**src/rtl/vga_timing_gen_if.sv**
```systemverilog
// Raster timing bundle: pixel-enable strobe in, coordinates, qualifiers and sync out.
interface vga_timing_gen_if;
  logic        pix_en;
  logic [10:0] vga_x;
  logic [9:0]  vga_y;
  logic        vga_valid;
  logic        hsync;
  logic        vsync;
  logic        line_start;
  logic        frame_start;
  logic [7:0]  frame_count;

  modport master (
    input  pix_en,
    output vga_x, vga_y, vga_valid, hsync, vsync,
           line_start, frame_start, frame_count
  );

  modport slave (
    output pix_en,
    input  vga_x, vga_y, vga_valid, hsync, vsync,
           line_start, frame_start, frame_count
  );
endinterface

```
**src/rtl/vga_timing_gen.sv**
```systemverilog
// Raster timing generator: walks (x, y) over the full frame on each pixel enable and
// registers every qualifier from the same position so downstream sees them aligned.
module vga_timing_gen #(
  parameter int H_ACTIVE = 1280,
  parameter int H_FP     = 110,
  parameter int H_SYNC   = 40,
  parameter int H_BP     = 220,
  parameter int V_ACTIVE = 720,
  parameter int V_FP     = 5,
  parameter int V_SYNC   = 5,
  parameter int V_BP     = 20,
  parameter bit HS_POL   = 1'b1,
  parameter bit VS_POL   = 1'b1
) (
  input logic               clk,
  input logic               rst,
  vga_timing_gen_if.master  vga
);

  localparam int H_TOTAL = H_ACTIVE + H_FP + H_SYNC + H_BP;
  localparam int V_TOTAL = V_ACTIVE + V_FP + V_SYNC + V_BP;

  localparam logic [10:0] H_LAST   = 11'(H_TOTAL - 1);
  localparam logic [10:0] H_ACT    = 11'(H_ACTIVE);
  localparam logic [10:0] HS_START = 11'(H_ACTIVE + H_FP);
  localparam logic [10:0] HS_END   = 11'(H_ACTIVE + H_FP + H_SYNC);
  localparam logic [9:0]  V_LAST   = 10'(V_TOTAL - 1);
  localparam logic [9:0]  V_ACT    = 10'(V_ACTIVE);
  localparam logic [9:0]  VS_START = 10'(V_ACTIVE + V_FP);
  localparam logic [9:0]  VS_END   = 10'(V_ACTIVE + V_FP + V_SYNC);

  logic [10:0] h_next;
  logic [9:0]  v_next;
  logic        hs_window;
  logic        vs_window;
  logic        at_origin;

  always_comb begin
    h_next = vga.vga_x + 11'd1;
    v_next = vga.vga_y;
    if (vga.vga_x == H_LAST) begin
      h_next = '0;
      v_next = (vga.vga_y == V_LAST) ? '0 : vga.vga_y + 10'd1;
    end
    hs_window = (h_next >= HS_START) && (h_next < HS_END);
    vs_window = (v_next >= VS_START) && (v_next < VS_END);
    at_origin = (h_next == '0) && (v_next == '0);
  end

  // NOTE: qualifiers are decoded from the next position and registered alongside it,
  // so every output is a flop and lines up with vga_x/vga_y in the same cycle.
  always_ff @(posedge clk or posedge rst) begin
    if (rst) begin
      vga.vga_x       <= H_LAST;
      vga.vga_y       <= V_LAST;
      vga.vga_valid   <= 1'b0;
      vga.hsync       <= ~HS_POL;
      vga.vsync       <= ~VS_POL;
      vga.line_start  <= 1'b0;
      vga.frame_start <= 1'b0;
      vga.frame_count <= 8'hFF;
    end else if (vga.pix_en) begin
      vga.vga_x       <= h_next;
      vga.vga_y       <= v_next;
      vga.vga_valid   <= (h_next < H_ACT) && (v_next < V_ACT);
      vga.hsync       <= hs_window ? HS_POL : ~HS_POL;
      vga.vsync       <= vs_window ? VS_POL : ~VS_POL;
      vga.line_start  <= (h_next == '0);
      vga.frame_start <= at_origin;
      if (at_origin) vga.frame_count <= vga.frame_count + 8'd1;
    end
  end

endmodule
```
**src/flat_wrapper.sv**
```systemverilog
// flat-port wrapper written by rule: the top's interface ports become plain ports
module vga_timing_gen_flat 
#(
  parameter int H_ACTIVE = 1280,
  parameter int H_FP     = 110,
  parameter int H_SYNC   = 40,
  parameter int H_BP     = 220,
  parameter int V_ACTIVE = 720,
  parameter int V_FP     = 5,
  parameter int V_SYNC   = 5,
  parameter int V_BP     = 20,
  parameter bit HS_POL   = 1'b1,
  parameter bit VS_POL   = 1'b1
)
  (clk, rst, vga_pix_en, vga_vga_x, vga_vga_y, vga_vga_valid, vga_hsync, vga_vsync, vga_line_start, vga_frame_start, vga_frame_count);
  vga_timing_gen_if vga_i ();
  input logic clk;
  input logic rst;
  input wire logic [$bits(vga_i.pix_en)-1:0] vga_pix_en;
  output wire logic [$bits(vga_i.vga_x)-1:0] vga_vga_x;
  output wire logic [$bits(vga_i.vga_y)-1:0] vga_vga_y;
  output wire logic [$bits(vga_i.vga_valid)-1:0] vga_vga_valid;
  output wire logic [$bits(vga_i.hsync)-1:0] vga_hsync;
  output wire logic [$bits(vga_i.vsync)-1:0] vga_vsync;
  output wire logic [$bits(vga_i.line_start)-1:0] vga_line_start;
  output wire logic [$bits(vga_i.frame_start)-1:0] vga_frame_start;
  output wire logic [$bits(vga_i.frame_count)-1:0] vga_frame_count;
  assign vga_i.pix_en = vga_pix_en;
  assign vga_vga_x = vga_i.vga_x;
  assign vga_vga_y = vga_i.vga_y;
  assign vga_vga_valid = vga_i.vga_valid;
  assign vga_hsync = vga_i.hsync;
  assign vga_vsync = vga_i.vsync;
  assign vga_line_start = vga_i.line_start;
  assign vga_frame_start = vga_i.frame_start;
  assign vga_frame_count = vga_i.frame_count;
  vga_timing_gen #(.H_ACTIVE(H_ACTIVE), .H_FP(H_FP), .H_SYNC(H_SYNC), .H_BP(H_BP), .V_ACTIVE(V_ACTIVE), .V_FP(V_FP), .V_SYNC(V_SYNC), .V_BP(V_BP), .HS_POL(HS_POL), .VS_POL(VS_POL)) u_core (.clk(clk), .rst(rst), .vga(vga_i));
endmodule
```
**config.mk**
```make
export PLATFORM = sky130hd
export DESIGN_NAME = vga_timing_gen_flat
export DESIGN_NICKNAME = d
export VERILOG_FILES = /design/src/rtl/vga_timing_gen_if.sv /design/src/rtl/vga_timing_gen.sv /design/src/flat_wrapper.sv
export SDC_FILE = /design/constraint.sdc
export NUM_CORES = 1
export LEC_CHECK = 0
export ABC_AREA = 1
export BUFFER_PORTS_ARGS = -buffer_cell sky130_fd_sc_hd__buf_2
export CORE_MARGIN = 1.5
export CORE_UTILIZATION = 35
export CTS_CLUSTER_DIAMETER = 150
export CTS_CLUSTER_SIZE = 30
export DETAILED_ROUTE_END_ITERATION = 10
export PLACE_DENSITY_LB_ADDON = 0.3
export SLEW_MARGIN = 0
export SYNTH_ARGS = -nofsm -noshare
export SYNTH_HDL_FRONTEND = slang
export SYNTH_SLANG_ARGS = --single-unit
```
**constraint.sdc**
```tcl
create_clock -name clk -period 2.2 [get_ports clk]
set_input_delay 0.33 -clock clk [delete_from_list [all_inputs] [get_ports clk]]
set_output_delay 0.33 -clock clk [all_outputs]
set_load 0.01 [all_outputs]
```
Word level (Yosys, flattened, before mapping)
Cells that the tools add are included.

$add $sub $neg: 3. Magnitude comparators: 6. Eq/ne operators: 2. Multiplexer cells: 5. Reductions and logical operators: 7.

Operators with widths (count): $lt A11 B11 Y1 const B (2); $lt A10 B10 Y1 const B (2); $mux W10 (2); $add A11 B1 Y11 const B (1); $eq A11 B11 Y1 const B (1); $ge A11 B11 Y1 const B (1); $logic_not A11 Y1 (1); $mux W11 (1); $add A10 B1 Y10 const B (1); $eq A10 B10 Y1 const B (1); $ge A10 B10 Y1 const B (1); $logic_not A10 Y1 (1); $add A8 B1 Y8 const B (1); $logic_and A1 B1 Y1 (4); $mux W1 (2); $reduce_and A2 Y1 (1).

Flip-flop bits (word level): 34. Input port bits: 3. Output and inout bits: 34. Logic and storage cells: 31.

Longest topological paths before layout
Word-level depth: 6. Depth in mapped cells: 16. Mapped depth without buffers: 16.

Least setup slack after synthesis
Ideal clock, no wire load.

Kind: register -> register. Start: register u_core.vga.vga_x[0]. End: register u_core.vga.frame_count[0] in the netlist's numbering. Library setup time: 76 ps. Arrival time: 1943 ps. Required time: 2124 ps. Path slack: 181 ps. Stages on the path, launching flop included: 14. Cell sequence: dfstp_2 > ha_1 > nand2_1 > nor2_1 > nand3_2 > buf_6 > nand2_1 > nand2_1 > nor2_1 > nand3_2 > nor2_4 > nand2_2 > nand2_1 > nand2_1.

Word-level cells in the longest chain between the ends: 5.

Ends and longest elaborated chain: start, declared (line vga_timing_gen_if.sv:15) `output vga_x, vga_y, vga_valid, hsync, vsync,`; start signal, assigned (line vga_timing_gen.sv:63) `vga.vga_x <= h_next;`; $add A11 B1 Y11 or $eq A11 B11 Y1 (tied branches) (line vga_timing_gen.sv:39, vga_timing_gen.sv:41); $mux W11 or $mux W10 (tied branches) (line vga_timing_gen.sv:41) `if (vga.vga_x == H_LAST) begin`; $logic_not A11 Y1 or $logic_not A10 Y1 (tied branches) (line vga_timing_gen.sv:47) `at_origin = (h_next == '0) && (v_next == '0);`; $logic_and A1 B1 Y1 * (line vga_timing_gen.sv:47); $reduce_and A2 Y1 (no line) *; end signal, assigned (line vga_timing_gen.sv:70) `if (at_origin) vga.frame_count <= vga.frame_count + 8'd1;`; end, declared (line vga_timing_gen_if.sv:16) `line_start, frame_start, frame_count`.

Every way passes the cells marked *; elsewhere a longest branch is shown, timed or not. A chain may end at the register's enable or synchronous reset.

Worst setup path after layout
Ends and elaborated chain as after synthesis.

==> impl_metrics.xml <==
<?xml version="1.0" encoding="UTF-8"?>
<metrics>
  <group name="worst_setup_path">
    <metric name="critical_path_class" unit="">reg2reg</metric>
    <metric name="crit-reg2reg-capture" unit="">u_core.vga.frame_count[0]</metric>
    <metric name="length_in_cells_of_the_worst_reg_to_reg_path" unit="">14</metric>
    <metric name="critPathMaxStageDelay" unit="ns">0.60</metric>
    <metric name="reg2reg_slack" unit="ns">0.02</metric>
    <metric name="setup.worst_path.start_class" unit="">flop</metric>
    <metric name="cell_repeated_most_along_the_worst_path" unit="">sky130_fd_sc_hd__nand2_1</metric>
    <metric name="cp_cell_sequence" unit="">buf_4, inv_1, nor2_4, nand3_1, nand2_1, inv_1, nor2_2, nand3_2, nor2_8, nand2_2, inv_2, nand2_2, nand2_1, nand2_1</metric>
    <metric name="critical_path_peak_fanout" unit="">7</metric>
    <metric name="timing.critical_path.to_type" unit="">flop</metric>
    <metric name="r2r-start" unit="">u_core.vga.vga_x[0]</metric>
    <metric name="timing.critical_path.arrival" unit="ns">2.41</metric>
    <metric name="timing.critical_path.required" unit="ns">2.43</metric>
    <metric name="crit_slowest_cell" unit="">sky130_fd_sc_hd__dfstp_2</metric>
  </group>
  <group name="layout">
    <metric name="antenna-diode-count" unit="">0</metric>
    <metric name="finish.net_count" unit="">419</metric>
    <metric name="syn2layout_area_growth" unit="%">33.8</metric>
    <metric name="fin_util" unit="%">48.6</metric>
    <metric name="layout_cells_sized_above_1" unit="%">39.1</metric>
  </group>
  <group name="synth">
    <metric name="netlist_instances" unit="">349</metric>
    <metric name="synthDominantCellAreaShare" unit="%">22.2</metric>
    <metric name="postSynth.asyncResetShare" unit="%">100</metric>
    <metric name="syn_area" unit="um^2">2480</metric>
    <metric name="synth.lib_cells_used.distinct" unit="">37</metric>
    <metric name="synth-seq-area-share" unit="%">35.4</metric>
    <metric name="yosys_register_bits" unit="">34</metric>
    <metric name="synth.top_cells.by_area" unit="">sky130_fd_sc_hd__dfstp_2 (22%), sky130_fd_sc_hd__nand2_1 (17%), sky130_fd_sc_hd__dfrtp_1 (13%)</metric>
    <metric name="synth-edff-count" unit="">0</metric>
    <metric name="postSynthNetCount" unit="">357</metric>
    <metric name="syn_area_per_cell" unit="um^2">7.11</metric>
    <metric name="yosysTopAreaCell" unit="">sky130_fd_sc_hd__dfstp_2</metric>
    <metric name="synth-main-ff-cell" unit="">sky130_fd_sc_hd__dfstp_2</metric>
    <metric name="yosysWarningCount" unit="">0</metric>
  </group>
  <group name="floorplanning">
    <metric name="design.core.area" unit="um^2">6830</metric>
    <metric name="die-width" unit="um">87.2</metric>
    <metric name="ios" unit="">37</metric>
    <metric name="dieArea" unit="um^2">7600</metric>
    <metric name="dieHeight" unit="um">87.2</metric>
    <metric name="rows" unit="">30</metric>
    <metric name="floorplan.initialDensity" unit="%">36.3</metric>
  </group>
  <group name="pwr">
    <metric name="power_density" unit="nW/um^2">771</metric>
    <metric name="p_leak" unit="nW">1.58</metric>
    <metric name="total_power" unit="W">0.00256</metric>
    <metric name="power.ir.vdd_worst" unit="V">0.000322</metric>
  </group>
  <group name="global_routing">
    <metric name="grt_pass1_vias" unit="">2236</metric>
    <metric name="gr-max-usage-layer" unit="">met2</metric>
    <metric name="global_route.usage.met1" unit="%">24.9</metric>
    <metric name="grt_pass1_wl" unit="mm">10.4</metric>
    <metric name="gr-total-overflow" unit="">0</metric>
    <metric name="grt_max_degree" unit="">35</metric>
    <metric name="grt.met2_usage" unit="%">26.6</metric>
    <metric name="initial_antenna_violation_count" unit="">0</metric>
    <metric name="track_usage" unit="%">17.3</metric>
    <metric name="gr-usage-met3" unit="%">2.37</metric>
  </group>
  <group name="outcome">
    <metric name="outcome" unit="">completed</metric>
  </group>
  <group name="clock_tree">
    <metric name="cts.htree.levels" unit="">2</metric>
    <metric name="insertion_delay" unit="ns">0.30</metric>
    <metric name="numCtsBuffers" unit="">5</metric>
    <metric name="cts_max_path_buffers" unit="">2</metric>
    <metric name="worst_setup_hold_path_clk_slew" unit="ns">0.09</metric>
    <metric name="cts_tree" unit="">yes</metric>
    <metric name="total_clock_sinks" unit="">34</metric>
    <metric name="ctsRootBufferMaster" unit="">sky130_fd_sc_hd__clkbuf_8</metric>
  </group>
  <group name="detailed_routing">
    <metric name="initialDrtViolationCount" unit="">294</metric>
    <metric name="viasPerCell" unit="">5.04</metric>
    <metric name="antenna_left" unit="">0</metric>
    <metric name="firstDrtPassIters" unit="">5</metric>
    <metric name="drt-total-wl" unit="mm">7.01</metric>
    <metric name="remaining_drc_errors" unit="">0</metric>
    <metric name="routed-via-count" unit="">2562</metric>
    <metric name="drt-wirelength-per-cell" unit="um">13.8</metric>
  </group>
  <group name="timing">
    <metric name="timing_worst_slew_pin_value" unit="ns">0.691</metric>
    <metric name="post-route-period-util" unit="%">99.2</metric>
    <metric name="fin_tns_setup" unit="ns">0</metric>
    <metric name="grt_setup_unrepaired" unit="">true</metric>
    <metric name="fmax" unit="GHz">0.458</metric>
    <metric name="drv_slew" unit="">0</metric>
    <metric name="final.min_clock_period" unit="ns">2.18</metric>
    <metric name="slew-limit-headroom" unit="%">53.9</metric>
    <metric name="timing.final.hold_violations" unit="">0</metric>
    <metric name="setup_viol_count_final" unit="">0</metric>
    <metric name="fin_skew" unit="ns">0.0110</metric>
  </group>
  <group name="hold_path">
    <metric name="worstHoldPathType" unit="">in2async</metric>
  </group>
  <group name="placed_design">
    <metric name="port_buffers" unit="">36</metric>
    <metric name="place_hpwl" unit="mm">4.65</metric>
    <metric name="place.gp.congestion" unit="">0.873</metric>
  </group>
  <group name="flow_run">
    <metric name="max-cap-violations" unit="">0</metric>
  </group>
</metrics>
[layout make-up]
class / instances / area (um^2)
tap: 96 / 120
fill: 684 / 3510
sequential: 34 / 878
clock buffer: 6 / 82.6
timing repair buffer: 62 / 422
inverter: 42 / 163
clock inverter: 2 / 12.5
multi-input combinational: 266 / 1640
[worst max-delay path by stage]
stage,start,to,slack (ns),cells past startpoint
6_report,u_core.vga.vga_x[0],u_core.vga.frame_count[0],0.02,14
4_1_cts,u_core.vga.vga_x[4],u_core.vga.frame_count[0],0.002,12
3_3_place_gp,u_core.vga.vga_x[0],u_core.vga.frame_count[2],0.02,11
2_1_floorplan,u_core.vga.vga_x[0],u_core.vga.frame_count[0],0.18,13
3_5_place_dp,u_core.vga.vga_x[0],u_core.vga.frame_count[0],-0.07,12
5_1_grt,u_core.vga.vga_x[0],u_core.vga.frame_count[0],-0.12,14
[through the flow]
stage	cell area, um^2	hold WS [ns]	std cells	worst slack [ns]
after floorplan	2480	0.453	349	0.181
after global placement	2880	0.445	490	0.0216
after detailed placement	2880	0.457	490	-0.0719
after CTS	2990	0.132	498	0.00206
after global routing	3320	0.159	508	-0.122
final	3320	0.119	508	0.0183
[power breakdown]
group	internal, W	switching (W)
clock network	0.000252	0.000260
registers	0.000757	0.000165
logic	0.000434	0.000691
[layer usage]
layer / vias up / part of all wire (%)
met1: 1236 / 46
met4: 0 / 1.2
met5: - / 0
met3: 8 / 4.8
li1: 1243 / -
met2: 75 / 48
[kinds of logic (layout without fill, tap and decap cells)]
family | Yosys count | in the layout | synth area share [%]
flip-flops | 34 | 34 | 35.4
AO/OA/AOI/OAI | 34 | 34 | 7.46
buffers and inverters | 51 | 112 | 8.42
adder cells (fa/ha/maj) | 5 | 5 | 2.52
XOR/XNOR | 12 | 12 | 4.54
AND/OR/NAND/NOR | 213 | 215 | 41.7
[synth_stat cells, types with 2 or more instances]
cell type                    n
sky130_fd_sc_hd__nand2_1   112
sky130_fd_sc_hd__inv_1      36
sky130_fd_sc_hd__nand3_1    29
sky130_fd_sc_hd__nor2_1     27
sky130_fd_sc_hd__o21ai_0    25
sky130_fd_sc_hd__dfstp_2    21
sky130_fd_sc_hd__dfrtp_1    13
sky130_fd_sc_hd__nand4_1    13
sky130_fd_sc_hd__nand3_2     9
sky130_fd_sc_hd__xor2_1      8
sky130_fd_sc_hd__clkbuf_1    5
sky130_fd_sc_hd__ha_1        5
sky130_fd_sc_hd__inv_2       5
sky130_fd_sc_hd__nand2_2     5
sky130_fd_sc_hd__a21oi_1     4
sky130_fd_sc_hd__nor2_2      4
sky130_fd_sc_hd__nor2_4      3
sky130_fd_sc_hd__xnor2_1     3
sky130_fd_sc_hd__buf_6       2
sky130_fd_sc_hd__nor3_1      2
sky130_fd_sc_hd__o21a_1      2
[worst max-delay path: cells and delay by family (launching register included)]
family / cells / cell delay, ns
buffers and inverters: 4 / 0.38
DFF: 1 / 0.60
and+or+nand+nor: 10 / 1.12
[sequential cells by signal, indices dropped and copies added (netlist names)]
name                    cells
u_core.vga.frame_start      1
u_core.vga.vsync            1
u_core.vga.vga_x           11
u_core.vga.frame_count      8
u_core.vga.vga_valid        1
u_core.vga.vga_y           10
u_core.vga.hsync            1
u_core.vga.line_start       1
[cell usage in the layout (no fill, tap or decap), types with 2 or more instances in the layout]
cell type and count:
sky130_fd_sc_hd__a21oi_1 4, sky130_fd_sc_hd__buf_12 2, sky130_fd_sc_hd__buf_2 36, sky130_fd_sc_hd__buf_4 22
sky130_fd_sc_hd__clkbuf_8 6, sky130_fd_sc_hd__dfrtp_1 12, sky130_fd_sc_hd__dfstp_2 21, sky130_fd_sc_hd__ha_1 2
sky130_fd_sc_hd__ha_4 2, sky130_fd_sc_hd__inv_1 35, sky130_fd_sc_hd__inv_2 6, sky130_fd_sc_hd__nand2_1 93
sky130_fd_sc_hd__nand2_2 22, sky130_fd_sc_hd__nand2_4 3, sky130_fd_sc_hd__nand3_1 28, sky130_fd_sc_hd__nand3_2 3
sky130_fd_sc_hd__nand3_4 8, sky130_fd_sc_hd__nand4_1 13, sky130_fd_sc_hd__nor2_1 20, sky130_fd_sc_hd__nor2_2 6
sky130_fd_sc_hd__nor2_4 9, sky130_fd_sc_hd__nor3_1 2, sky130_fd_sc_hd__o21a_1 2, sky130_fd_sc_hd__o21ai_0 24
sky130_fd_sc_hd__xnor2_1 3, sky130_fd_sc_hd__xor2_1 7
[timing repair]
item / 4_1_cts / 5_1_grt
setup buffers: 0 / 7
hold buffers: 0 / 0
gates resized for setup: 2 / 56
gates cloned: 0 / 3
setup endpoints to repair: 9 / 12
pin swaps: 2 / 25
endpoints found under the hold margin: 0 / 0
(Power assumes the default switching activity.)
